$ cat config.mk
export PLATFORM = sky130hd
export DESIGN_NAME = contador_comparador_n
export DESIGN_NICKNAME = d
export VERILOG_FILES = /design/src/rtl/contador_comparador_n.sv
export SDC_FILE = /design/constraint.sdc
export NUM_CORES = 1
export LEC_CHECK = 0
export ABC_AREA = 1
export CAP_MARGIN = 20
export CORE_MARGIN = 2
export CORE_UTILIZATION = 25
export DETAILED_ROUTE_END_ITERATION = 6
export PLACE_DENSITY = 0.52
export RECOVER_POWER = 25
export SYNTH_ARGS = -nofsm -noshare
export SYNTH_HDL_FRONTEND = slang
export SYNTH_SLANG_ARGS = --single-unit
$ cat constraint.sdc
create_clock -name clock -period 3.8 [get_ports clock]
set_input_delay 0.38 -clock clock [delete_from_list [all_inputs] [get_ports clock]]
set_output_delay 0.38 -clock clock [all_outputs]
set_load 0.01 [all_outputs]
$ cat src/rtl/contador_comparador_n.sv
// N-bit modulus counter (up/down, load, optional saturation) with a magnitude
// comparator against a reference word, an equality-entry pulse and a sticky overflow flag.
module contador_comparador_n #(
  parameter int N      = 4,
  parameter int MODULO = 16,
  parameter int SATURA = 0
) (
  input  logic         clock,
  input  logic         zera,
  input  logic         carrega,
  input  logic         conta,
  input  logic         desce,
  input  logic [N-1:0] chaves,
  input  logic [N-1:0] referencia,
  output logic [N-1:0] contagem,
  output logic         menor,
  output logic         maior,
  output logic         igual,
  output logic         fim,
  output logic         igual_pulso,
  output logic         estouro,
  output logic [N-1:0] db_contagem
);

  // One extra bit so that MODULO = 2**N still yields a representable top value.
  localparam logic [N:0]   MAX_EXT = (N+1)'(MODULO - 1);
  localparam logic [N-1:0] MAX_VAL = MAX_EXT[N-1:0];
  localparam logic [N-1:0] ONE     = {{(N-1){1'b0}}, 1'b1};
  localparam bit           SAT     = (SATURA != 0);

  logic [N-1:0] contagem_q, contagem_d;
  logic         estouro_q, estouro_d;
  logic         igual_ant_q, igual_ant_d;
  logic         igual_pulso_q, igual_pulso_d;

  logic         no_topo;
  logic         no_zero;
  logic [N-1:0] carga;

  always_comb begin
    no_topo = ({1'b0, contagem_q} == MAX_EXT);
    no_zero = (contagem_q == '0);
    carga   = ({1'b0, chaves} > MAX_EXT) ? MAX_VAL : chaves;
  end

  always_comb begin
    menor = (contagem_q <  referencia);
    maior = (contagem_q >  referencia);
    igual = (contagem_q == referencia);
    fim   = desce ? no_zero : no_topo;
  end

  always_comb begin
    contagem_d    = contagem_q;
    estouro_d     = estouro_q;
    igual_ant_d   = igual;
    igual_pulso_d = igual & ~igual_ant_q;
    if (zera) begin
      contagem_d    = '0;
      estouro_d     = 1'b0;
      igual_ant_d   = 1'b0;
      igual_pulso_d = 1'b0;
    end else if (carrega) begin
      contagem_d = carga;
    end else if (conta) begin
      if (!desce) begin
        if (!no_topo) begin
          contagem_d = contagem_q + ONE;
        end else begin
          estouro_d  = 1'b1;
          contagem_d = SAT ? contagem_q : '0;
        end
      end else begin
        if (!no_zero) begin
          contagem_d = contagem_q - ONE;
        end else begin
          estouro_d  = 1'b1;
          contagem_d = SAT ? contagem_q : MAX_VAL;
        end
      end
    end
  end

  always_ff @(posedge clock) begin
    contagem_q    <= contagem_d;
    estouro_q     <= estouro_d;
    igual_ant_q   <= igual_ant_d;
    igual_pulso_q <= igual_pulso_d;
  end

  assign contagem    = contagem_q;
  assign db_contagem = contagem_q;
  assign estouro     = estouro_q;
  assign igual_pulso = igual_pulso_q;

endmodule

==> flow_metrics.env <==
export IMPL_dp_cells=129
export IMPL_cts_repair_resized=0
export IMPL_hold_class="flop to flop"
export IMPL_power_leakage_nw=0.375
export IMPL_min_period_ps=2580
export IMPL_coreArea_sq_um=2170
export IMPL_yosysSeqAreaShare_pct=25.0
export IMPL_cts_setup_buffers=0
export IMPL_postCtsHoldBufs=0
export IMPL_p_total_mw=0.241
export IMPL_finalSetupTns_ps=0
export IMPL_die_h_microns=51.4
export IMPL_final_antenna_net_count=0
export IMPL_cts_root_buf="clkbuf_4"
export IMPL_grt_max_degree=11
export IMPL_ir_drop_mv=0.149
export IMPL_grtUsageTotal_pct=11.1
export IMPL_drc=0
export IMPL_clkTransAtPathRegs_ps=50
export IMPL_rows=17
export IMPL_syn_nets=99
export IMPL_area_delta_synth_final_pct=49.3
export IMPL_cts_buffers=3
export IMPL_yosysWarnings=0
export IMPL_finalHoldViolCount=0
export IMPL_viasPerCell=4.46
export IMPL_slowest_delay_ps=550
export IMPL_rsz0062_at_grt="false"
export IMPL_critPathArrivalTime_ps=2200
export IMPL_drt_wl_total_mm=1.37
export IMPL_utilization_pct=38.6
export IMPL_worst_pin_slew_ps=425
export IMPL_ios=27
export IMPL_dpl_hpwl_mm=1.08
export IMPL_cp_slowest_cell="clkdlybuf4s50_1"
export IMPL_drt_initial_drc_count=8
export IMPL_io_buffers=26
export IMPL_crit_buf_inv=3
export IMPL_status="finished clean"
export IMPL_crit_family="buffers and inverters"
export IMPL_antenna_found_initial=0
export IMPL_path_cells="dlygate4sd3_1 > inv_1 > ha_1 > nand3_1 > o211a_1 > nor2_1 > clkdlybuf4s50_1"
export IMPL_clock_latency_ps=250
export IMPL_finalSetupViolCount=0
export IMPL_maxCapViolCount=0
export IMPL_crit_path_end_kind="primary output"
export IMPL_ff2ff_setup_slack_ps=2340
export IMPL_first_global_vias=541
export IMPL_fmax_mhz=387
export IMPL_clock_skew_ps=0.749
export IMPL_vias=593
export IMPL_slew_viol_final=0
export IMPL_finalCritPeriodShare_pct=67.9
export IMPL_globalplace_congestion=0.690
export IMPL_slew_headroom_pct=71.6
export IMPL_drt_pre_antenna_iters=4
export IMPL_fill_cells=244
export IMPL_synth_cells=80
export IMPL_die_area_sq_um=2640
export IMPL_clk_path_buf_depth=2
export IMPL_clkSinkCount=7
export IMPL_h_tree_depth=1
export IMPL_worstSetupPathType="input port to primary output"
export IMPL_cp_max_fo=4
export IMPL_start_util_pct=25.8
export IMPL_wire_per_inst_microns=10.3
export IMPL_drive_gt1_share_pct=9.52
export IMPL_final_nets=125
export IMPL_syn_mean_instance_area_sq_um=7.01
export IMPL_start_kind="input port"
export IMPL_synthesis_area_sq_um=561
export IMPL_cts_tree="yes"
export IMPL_grt_pass1_wl_mm=2.21
export IMPL_synth_seq_cells=7
export IMPL_gr_total_overflow=0
export IMPL_diodes=0
export IMPL_yosys_cell_types_count=22
export IMPL_cp_required_ps=3420
export IMPL_final_cells=133
export IMPL_die_w_microns=51.4
export IMPL_power_density_nw_per_um2=288
## sequential cells by signal (all words and copies together), names as in the netlist
signal	flops
contagem	4
estouro	1
igual_ant_q	1
igual_pulso	1
## synthesized netlist by cell type
| library cell | n | area share [%] |
|---|---|---|
| nand2_1 | 15 | 10 |
| inv_1 | 9 | 6.0 |
| dfxtp_1 | 7 | 25 |
| nand3_1 | 7 | 6.2 |
| nor2_1 | 7 | 4.7 |
| ha_1 | 6 | 13 |
| a21oi_1 | 5 | 4.5 |
| buf_4 | 4 | 5.4 |
| inv_2 | 3 | 2.0 |
| a21oi_2 | 2 | 3.1 |
| a22oi_1 | 2 | 2.7 |
| nand4_1 | 2 | 2.2 |
| xor2_1 | 2 | 3.1 |
| a31oi_1 | 1 | 1.1 |
| buf_6 | 1 | 2.0 |
| nand2_2 | 1 | 1.1 |
| nand3_2 | 1 | 1.8 |
| nor2_2 | 1 | 1.1 |
| nor3_1 | 1 | 0.89 |
| o211a_1 | 1 | 1.8 |
| o21ai_0 | 1 | 0.89 |
| o21ai_1 | 1 | 0.89 |
## layout by cell type (no fill, tap or decap), drive strengths merged
cell type and instances:
clkdlybuf4s50 25, nand2 16, inv 12, nand3 8, nor2 8, dfxtp 7
a21oi 7, ha 6, clkbuf 4, nand4 2, o21ai 2, a22oi 2
xor2 2, o211a 1, nor3 1, a31oi 1, dlygate4sd3 1
## routing by layer
metal  GRT usage [%]  up-vias  share of wire [%]
li1                -      313                  -
met1            14.4      263                 48
met2            18.0       17                 47
met3            2.34        0                4.8
met4            3.95        0                  0
met5               0        -                  0
## metrics by stage
step           setup WS (ps)  instance area [sq um]  hold slack [ps]
2_1_floorplan           2180                    561              374
3_3_place_gp            1310                    815              382
3_5_place_dp            1280                    815              389
4_1_cts                 1270                    841              396
5_1_grt                 1130                    837              425
6_report                1220                    837              390
## final cells by class
| cell class | count | area [sq um] | area share, % |
|---|---|---|---|
| timing repair buffer | 26 | 260 | 31.1 |
| sequential | 7 | 140 | 16.7 |
| tap | 28 | 35.0 | 4.19 |
| clock buffer | 4 | 26.3 | 3.14 |
| multi-input combinational | 56 | 330 | 39.5 |
| inverter | 12 | 45.0 | 5.38 |
## cells by family after synthesis
| kind of cell | synth area share [%] |
|---|---|
| AO/OA/AOI/OAI | 15.0 |
| XOR/XNOR | 3.13 |
| adder cells (fa/ha/maj) | 13.4 |
| buffers and inverters | 15.4 |
| flip-flops | 25.0 |
| AND/OR/NAND/NOR | 28.1 |
## where the power goes
part	leakage, nW	switching, mW	internal (mW)
sequential	0.0575	0.00994	0.0783
combinational	0.302	0.0387	0.0487
clock	0.0150	0.0253	0.0399
## worst paths after layout
kind	start	cells past startpoint	end
worst max-delay path	referencia[3]	7	maior
worst min-delay path	igual_ant_q$_SDFF_PP0_	1	igual_pulso$_SDFF_PP0_
worst max register to register	contagem[0]$_SDFFE_PP0P_	8	contagem[3]$_SDFFE_PP0P_
worst min register to register	igual_ant_q$_SDFF_PP0_	1	igual_pulso$_SDFF_PP0_
Power figures use the tool's default switching activity.
